===== src/rtl/contador_mod_n_pkg.sv =====
// rtl/contador_mod_n_pkg.sv - shared direction constants and width helper for mod-N counters
package contador_mod_n_pkg;

  localparam logic DIR_UP   = 1'b1;
  localparam logic DIR_DOWN = 1'b0;

  // Smallest width whose range covers n states (minimum 1 bit).
  function automatic int clog2(input int n);
    int r;
    r = 1;
    for (int i = 1; i < 32; i++) begin
      if ((1 << r) < n) r = i + 1;
    end
    return r;
  endfunction

endpackage


===== src/rtl/contador_mod_n_if.sv =====
// rtl/contador_mod_n_if.sv - control and status bundle of one counter digit
interface contador_mod_n_if #(
  parameter int WIDTH = 3
);

  logic             enable;
  logic             up_down;
  logic             clear;
  logic             load;
  logic [WIDTH-1:0] load_value;
  logic [WIDTH-1:0] S;
  logic             terminal;
  logic             wrap;
  logic             load_error;

  modport master (
    output enable, up_down, clear, load, load_value,
    input  S, terminal, wrap, load_error
  );

  modport slave (
    input  enable, up_down, clear, load, load_value,
    output S, terminal, wrap, load_error
  );

endinterface


===== src/rtl/contador_mod_n_step.sv =====
// rtl/contador_mod_n_step.sv - combinational mod-N successor/predecessor with wrap flag
module mod_n_step
  import contador_mod_n_pkg::*;
#(
  parameter int MODULO = 5,
  parameter int WIDTH  = 3
) (
  input  logic [WIDTH-1:0] s,
  input  logic             up_down,
  output logic [WIDTH-1:0] s_next,
  output logic             wrap
);

  localparam logic [WIDTH-1:0] MAX_VAL = WIDTH'(MODULO - 1);

  // Boundaries are tested before the +/-1 so no intermediate exceeds MODULO-1.
  always_comb begin
    s_next = s;
    wrap   = 1'b0;
    if (up_down == DIR_UP) begin
      if (s >= MAX_VAL) begin
        s_next = '0;
        wrap   = 1'b1;
      end else begin
        s_next = s + 1'b1;
      end
    end else begin
      if (s == '0) begin
        s_next = MAX_VAL;
        wrap   = 1'b1;
      end else begin
        s_next = s - 1'b1;
      end
    end
  end

endmodule


===== src/rtl/contador_mod_n.sv =====
// rtl/contador_mod_n.sv - cascadable synchronous modulo-N up/down counter
module contador_mod_n
  import contador_mod_n_pkg::*;
#(
  parameter int MODULO = 5,
  parameter int WIDTH  = clog2(MODULO)
) (
  input  logic             clock,
  input  logic             reset,
  contador_mod_n_if.slave  bus
);

  localparam logic [WIDTH-1:0] MAX_VAL = WIDTH'(MODULO - 1);
  localparam logic [WIDTH:0]   MOD_EXT = (WIDTH + 1)'(MODULO);

  if (MODULO < 2 || MODULO > (2 ** WIDTH)) begin : g_bad_modulo
    $error("contador_mod_n: MODULO out of range for WIDTH");
  end

  logic [WIDTH-1:0] s_q, s_d;
  logic             terminal_q, terminal_d;
  logic             wrap_q, wrap_d;
  logic             load_error_q, load_error_d;

  logic [WIDTH-1:0] step_next;
  logic             step_wrap;

  mod_n_step #(
    .MODULO (MODULO),
    .WIDTH  (WIDTH)
  ) u_step (
    .s      (s_q),
    .up_down(bus.up_down),
    .s_next (step_next),
    .wrap   (step_wrap)
  );

  always_comb begin
    s_d          = s_q;
    wrap_d       = 1'b0;
    load_error_d = 1'b0;
    if (bus.clear) begin
      s_d = '0;
    end else if (bus.load) begin
      if ({1'b0, bus.load_value} < MOD_EXT) begin
        s_d = bus.load_value;
      end else begin
        s_d          = '0;
        load_error_d = 1'b1;
      end
    end else if (bus.enable) begin
      s_d    = step_next;
      wrap_d = step_wrap;
    end
    // Terminal follows the value being registered and the direction seen now.
    terminal_d = (bus.up_down == DIR_UP) ? (s_d == MAX_VAL) : (s_d == '0);
  end

  always_ff @(posedge clock or negedge reset) begin
    if (!reset) begin
      s_q          <= '0;
      terminal_q   <= 1'b0;
      wrap_q       <= 1'b0;
      load_error_q <= 1'b0;
    end else begin
      s_q          <= s_d;
      terminal_q   <= terminal_d;
      wrap_q       <= wrap_d;
      load_error_q <= load_error_d;
    end
  end

  assign bus.S          = s_q;
  assign bus.terminal   = terminal_q;
  assign bus.wrap       = wrap_q;
  assign bus.load_error = load_error_q;

endmodule


===== src/flat_wrapper.sv =====
// flat-port wrapper written by rule: the top's interface ports become plain ports
module contador_mod_n_flat import contador_mod_n_pkg::*;
#(
  parameter int MODULO = 5,
  parameter int WIDTH  = clog2(MODULO)
)
  (clock, reset, bus_enable, bus_up_down, bus_clear, bus_load, bus_load_value, bus_S, bus_terminal, bus_wrap, bus_load_error);
  contador_mod_n_if #(.WIDTH(WIDTH)) bus_i ();
  input  logic clock;
  input  logic reset;
  input wire logic [$bits(bus_i.enable)-1:0] bus_enable;
  input wire logic [$bits(bus_i.up_down)-1:0] bus_up_down;
  input wire logic [$bits(bus_i.clear)-1:0] bus_clear;
  input wire logic [$bits(bus_i.load)-1:0] bus_load;
  input wire logic [$bits(bus_i.load_value)-1:0] bus_load_value;
  output wire logic [$bits(bus_i.S)-1:0] bus_S;
  output wire logic [$bits(bus_i.terminal)-1:0] bus_terminal;
  output wire logic [$bits(bus_i.wrap)-1:0] bus_wrap;
  output wire logic [$bits(bus_i.load_error)-1:0] bus_load_error;
  assign bus_i.enable = bus_enable;
  assign bus_i.up_down = bus_up_down;
  assign bus_i.clear = bus_clear;
  assign bus_i.load = bus_load;
  assign bus_i.load_value = bus_load_value;
  assign bus_S = bus_i.S;
  assign bus_terminal = bus_i.terminal;
  assign bus_wrap = bus_i.wrap;
  assign bus_load_error = bus_i.load_error;
  contador_mod_n #(.MODULO(MODULO), .WIDTH(WIDTH)) u_core (.clock(clock), .reset(reset), .bus(bus_i));
endmodule

===== config.mk =====
export PLATFORM = sky130hd
export DESIGN_NAME = contador_mod_n_flat
export DESIGN_NICKNAME = d
export VERILOG_FILES = /design/src/rtl/contador_mod_n_pkg.sv /design/src/rtl/contador_mod_n_if.sv /design/src/rtl/contador_mod_n_step.sv /design/src/rtl/contador_mod_n.sv /design/src/flat_wrapper.sv
export SDC_FILE = /design/constraint.sdc
export NUM_CORES = 1
export LEC_CHECK = 0
export ABC_CLOCK_PERIOD_IN_PS = 4350
export CAP_MARGIN = 20
export CORE_AREA = 2 2 39 41
export DETAILED_ROUTE_END_ITERATION = 12
export DIE_AREA = 0 0 41 43
export PLACE_DENSITY = 0.69
export SYNTH_ARGS = -nofsm -noshare
export SYNTH_HDL_FRONTEND = slang
export SYNTH_SLANG_ARGS = --single-unit

===== constraint.sdc =====
create_clock -name clock -period 4.35 [get_ports clock]
set_clock_uncertainty 0.1 [all_clocks]
set_input_delay 0.435 -clock clock [delete_from_list [all_inputs] [get_ports clock]]
set_output_delay 0.435 -clock clock [all_outputs]
set_load 0.03 [all_outputs]

After elaboration in Yosys (flattened, before gate mapping):

Cells that the tools add are included.

* word-level logic and storage cells: 28
* register bits after elaboration: 6

* reduce and logical (&&, ||, !) cells: 2
* multiplexer cells: 17
* order comparisons: 2
* eq/ne operators: 1
* add/subtract/negate cells: 2

Operators by type and width (number)
* 3-bit two-way mux: 7
* 1-bit two-way mux: 10
* 3-bit zero test: 2
* 3-bit by 1-bit adder with 3-bit output, second input constant: 1
* 3-bit == test, second input constant: 1
* 3-bit greater-or-equal comparator, second input constant: 1
* 3-bit less-than comparator, second input constant: 1
* 3-bit by 1-bit subtractor with 3-bit output, second input constant: 1

Depth between registers and ports, before layout:

* word-level depth: 8
* mapped depth: 7

Hierarchy:

From an unflattened synthesis, not the netlist that was laid out.

* cells, all modules: 40
* area total of the unflattened synthesis: 404.1 um^2

Modules (own cells, without submodules)
* contador_mod_n: cells an instance 24, sequential area each 150.1 um^2, instances 1, area an instance 286.5 um^2
* mod_n_step: cells an instance 16, sequential area each 0.0 um^2, instances 1, area an instance 117.6 um^2

Worst setup path before layout:

Ideal clock, no wire load.

* path kind: reg-to-reg
* start: register u_core.s_q[0] (netlist: u_core.bus.S[0])
* end: register u_core.terminal_q (netlist: u_core.bus.terminal)
* arrival: 1964 ps
* clock period less this slack: 2129 ps
* stages on the path, launching flop included: 8
* path buffers: 0
* library setup time: 65 ps
* path slack: 2221 ps
* cell sequence: dfrtp_1 inv_1 ha_1 nor3_1 or4b_4 a221oi_4 xnor2_1 o211a_1

* cells in the longest elaborated chain, start to end: 8
* elaborated cells between the ends (all ways): 13
* those cells by class: add/sub: 2; order compare: 1; eq/ne: 1; mux: 7; reduce/logical: 2

RTL lines
* start, declared: RTL line contador_mod_n.sv:20 `logic [WIDTH-1:0] s_q, s_d;`
* start signal, assigned: RTL line contador_mod_n.sv:61 `s_q <= '0;`
* start signal, assigned: RTL line contador_mod_n.sv:66 `s_q <= s_d;`
* 3-bit by 1-bit subtractor with 3-bit output (tied with other cells): RTL line contador_mod_n_step.sv:32 `s_next = s - 1'b1;`
* 3-bit two-way mux, on equally long branches: RTL line contador_mod_n_step.sv:28, contador_mod_n_step.sv:21
* 3-bit two-way mux *: RTL line contador_mod_n_step.sv:20 `if (up_down == DIR_UP) begin`
* 3-bit two-way mux *: RTL line contador_mod_n.sv:51 `end else if (bus.enable) begin`
* 3-bit two-way mux *: RTL line contador_mod_n.sv:44 `end else if (bus.load) begin`
* 3-bit two-way mux *: RTL line contador_mod_n.sv:42 `if (bus.clear) begin`
* named net u_core.s_d[2]: RTL line contador_mod_n.sv:20
* 3-bit == test or 3-bit zero test (tied branches): RTL line contador_mod_n.sv:56 `terminal_d = (bus.up_down == DIR_UP) ? (s_d == MAX_VAL) : (s_d == '0);`
* 1-bit two-way mux *: RTL line contador_mod_n.sv:56
* named net u_core.terminal_d: RTL line contador_mod_n.sv:21 `logic terminal_q, terminal_d;`
* end signal, assigned: RTL line contador_mod_n.sv:67 `terminal_q <= terminal_d;`
* end, declared: RTL line contador_mod_n.sv:21

The timed path passes the listed nets; every way through them passes the cells marked *.

Final worst setup path:

* start: input bus_up_down
* end: register u_core.terminal_q (netlist: u_core.bus.terminal)

* cells in the longest elaborated chain, start to end: 6
* elaborated cells between the ends (all ways): 7
* those cells by class: eq/ne: 1; mux: 5; reduce/logical: 1

RTL lines
* start, declared: RTL line flat_wrapper.sv:12 `input wire logic [$bits(bus_i.up_down)-1:0] bus_up_down;`
* 3-bit two-way mux *: RTL line contador_mod_n_step.sv:20
* 3-bit two-way mux *: RTL line contador_mod_n.sv:51
* 3-bit two-way mux *: RTL line contador_mod_n.sv:44
* 3-bit two-way mux *: RTL line contador_mod_n.sv:42
* named net u_core.s_d[2]: RTL line contador_mod_n.sv:20
* 3-bit == test or 3-bit zero test (tied branches): RTL line contador_mod_n.sv:56
* 1-bit two-way mux *: RTL line contador_mod_n.sv:56
* named net u_core.terminal_d: RTL line contador_mod_n.sv:21

Marks and branches as above.

==> results.sh <==
export IMPL_place_congestion=0.739
export IMPL_fin_tns_setup_ns=0
export IMPL_start_util_pct=30.4
export IMPL_worstMarginPinSlew_ns=0.325
export IMPL_synth_area_top_cells="dfrtp_1 (36%), ha_1 (8.9%), a221oi_4 (6.3%), mux2i_1 (4.8%), a21oi_1 (3.6%)"
export IMPL_ir_worst_vdd_uv=247
export IMPL_ff2ff_setup_slack_ns=2.24
export IMPL_finalSetupViolCount=0
export IMPL_hold_buffers=0
export IMPL_cp_arrival_ns=2.33
export IMPL_clockBufferDepth=2
export IMPL_clk_pin_slew_ns=0.04
export IMPL_antennaDiodeCount=0
export IMPL_grt_usage_pct=11.7
export IMPL_cts_setup_buffers=0
export IMPL_crit_required_ns=4.43
export IMPL_drive_gt1_share_pct=12.5
export IMPL_firstDrtPassIters=4
export IMPL_synth_seq_area_share_pct=35.7
export IMPL_period_minus_slack_ns=2.26
export IMPL_grt_pass1_vias=328
export IMPL_combPwrFrac_pct=30.4
export IMPL_ys_ff_latch=6
export IMPL_fillers=141
export IMPL_drt_iter0_drc=7
export IMPL_power_frac_seq_pct=39.0
export IMPL_switching_share_pct=28.4
export IMPL_cp_endpoint="u_core.bus.terminal"
export IMPL_fin_util_pct=42.4
export IMPL_die_h_um=43
export IMPL_hold_violations=0
export IMPL_antenna_found_initial=0
export IMPL_layout_common_cells="clkdlybuf4s50_1 (14), dfrtp_1 (6), nand2_1 (4)"
export IMPL_syn_num_nets=53
export IMPL_grt_max_degree=10
export IMPL_syn_area_um2=420
export IMPL_synth_distinct_cells=22
export IMPL_grt_pass1_wl_mm=1.37
export IMPL_postSynthAreaPerCell_um2=10.3
export IMPL_area_growth_pct=39.6
export IMPL_crit_type="input port to flop"
export IMPL_r2r_end="u_core.bus.terminal"
export IMPL_start_kind="input port"
export IMPL_clkLatencyLatePin_ns=0.24
export IMPL_cts_tree="built"
export IMPL_die_area_um2=1760
export IMPL_p_leak_nw=0.261
export IMPL_rsz0062_at_grt="false"
export IMPL_drc_errors=0
export IMPL_cts_root_buf="clkbuf_4"
export IMPL_pwr_density_cell_nw_per_um2=274
export IMPL_rows=14
export IMPL_pwr_share_clk_pct=30.6
export IMPL_min_delay_path_class="input port to asynchronous set/reset pin"
export IMPL_via_count=348
export IMPL_cell_internal_pwr_mw=0.115
export IMPL_cts_max_level=1
export IMPL_vias_per_cell=4.83
export IMPL_hold_slack_ns=0.330
export IMPL_switching_power_mw=0.0457
export IMPL_core_um2=1380
export IMPL_fin_cells=72
export IMPL_cts_resized_gates=0
export IMPL_path_max_fanout=9
export IMPL_num_io_pins=15
export IMPL_slew_viol_final=0
export IMPL_grt_overflow_total=0
export IMPL_max_freq_mhz=443
export IMPL_status="finished clean"
export IMPL_portBuffers=14
export IMPL_postRouteAntennaNets=0
export IMPL_layout_commonest_cell="clkdlybuf4s50_1"
export IMPL_die_w_um=41
export IMPL_drt_total_wl_um=827
export IMPL_r2r_cells=7
export IMPL_dp_cells=69
export IMPL_yosysTopAreaCell="dfrtp_1"
export IMPL_wire_per_inst_um=11.5
export IMPL_drv_cap=0
export IMPL_cp_end_kind="flop"
export IMPL_fin_nets=70
export IMPL_cts_sinks=6
export IMPL_critPathLaunch="bus_up_down"
export IMPL_ys_warn_count=0
export IMPL_r2r_start="u_core.bus.S[0]"
export IMPL_fin_crit_sh_pct=51.9
export IMPL_syn_inst=41
export IMPL_cts_buffers=3
export IMPL_slew_headroom_pct=78.3
export IMPL_synth_top_area_share_pct=35.7
flip-flops by register name (all words and copies together) (netlist names):
name,flops
u_core.bus.S,3
u_core.bus.load_error,1
u_core.bus.terminal,1
u_core.bus.wrap,1
layout make-up:
cell class,count,area (um2),share of cell area (%)
Clock buffer,3,22.5,3.84
Inverter,3,11.3,1.92
Multi-Input combinational cell,30,243,41.4
Sequential cell,6,150,25.6
Tap cell,16,20.0,3.41
Timing Repair Buffer,14,140,23.9
cells by family after synthesis:
kind of cell | count (synthesis) | synth area share [%]
compound gates | 11 | 22.3
buf+inv | 5 | 6.55
fa+ha+maj | 3 | 8.93
xor+xnor | 1 | 2.08
simple gates | 13 | 19.6
mux | 2 | 4.76
flops | 6 | 35.7
cell usage after synthesis:
cell	instances
dfrtp_1	6
nand2_1	4
a21oi_1	3
ha_1	3
inv_1	3
o21ai_0	3
mux2i_1	2
nor2_1	2
nor3_1	2
a211o_2	1
a221oi_4	1
buf_6	1
clkbuf_2	1
nand2b_1	1
nor2b_4	1
nor3b_1	1
nor4b_1	1
o211a_1	1
o221ai_1	1
o22a_1	1
or4b_4	1
xnor2_1	1
how the worst min path moves through the flow:
stage	startpoint	to	cells after the start
floorplan	reset	u_core.bus.S[0]	0
global placement	reset	u_core.bus.load_error	1
detailed placement	reset	u_core.bus.load_error	1
CTS	reset	u_core.bus.S[0]	1
global route	reset	u_core.bus.S[0]	1
finish	reset	u_core.bus.wrap	1
worst max-delay path, stage by stage:
cell and delay (ns):
clkdlybuf4s50_1 0.66, nor3_1 0.09, or4b_4 0.54, a221oi_4 0.31
xnor2_1 0.15, o211a_1 0.15
power groups by stage:
stage / registers (mW) / clock network, mW / logic [mW]
global placement: 0.0636 / 0 / 0.0489
CTS: 0.0630 / 0.0512 / 0.0493
floorplan: 0.0705 / 0 / 0.0227
detailed placement: 0.0637 / 0 / 0.0493
finish: 0.0628 / 0.0492 / 0.0490
global route: 0.0633 / 0.0554 / 0.0535
metal layers:
layer	track usage, %	vias up	part of all wire [%]
met2	15.3	17	47
met3	4.71	0	8.5
met5	0	-	0
met4	6.00	0	0
li1	-	176	-
met1	16.2	155	44
metrics by stage:
step | total power [mW] | instance area (um2) | setup slack, ns
after detailed placement | 0.113 | 564 | 1.85
after floorplan | 0.0931 | 420 | 2.22
after global routing | 0.172 | 587 | 2.02
final | 0.161 | 587 | 2.09
after global placement | 0.112 | 564 | 1.87
after CTS | 0.164 | 587 | 2.09
Note: power is estimated with default switching activity, not from simulation.
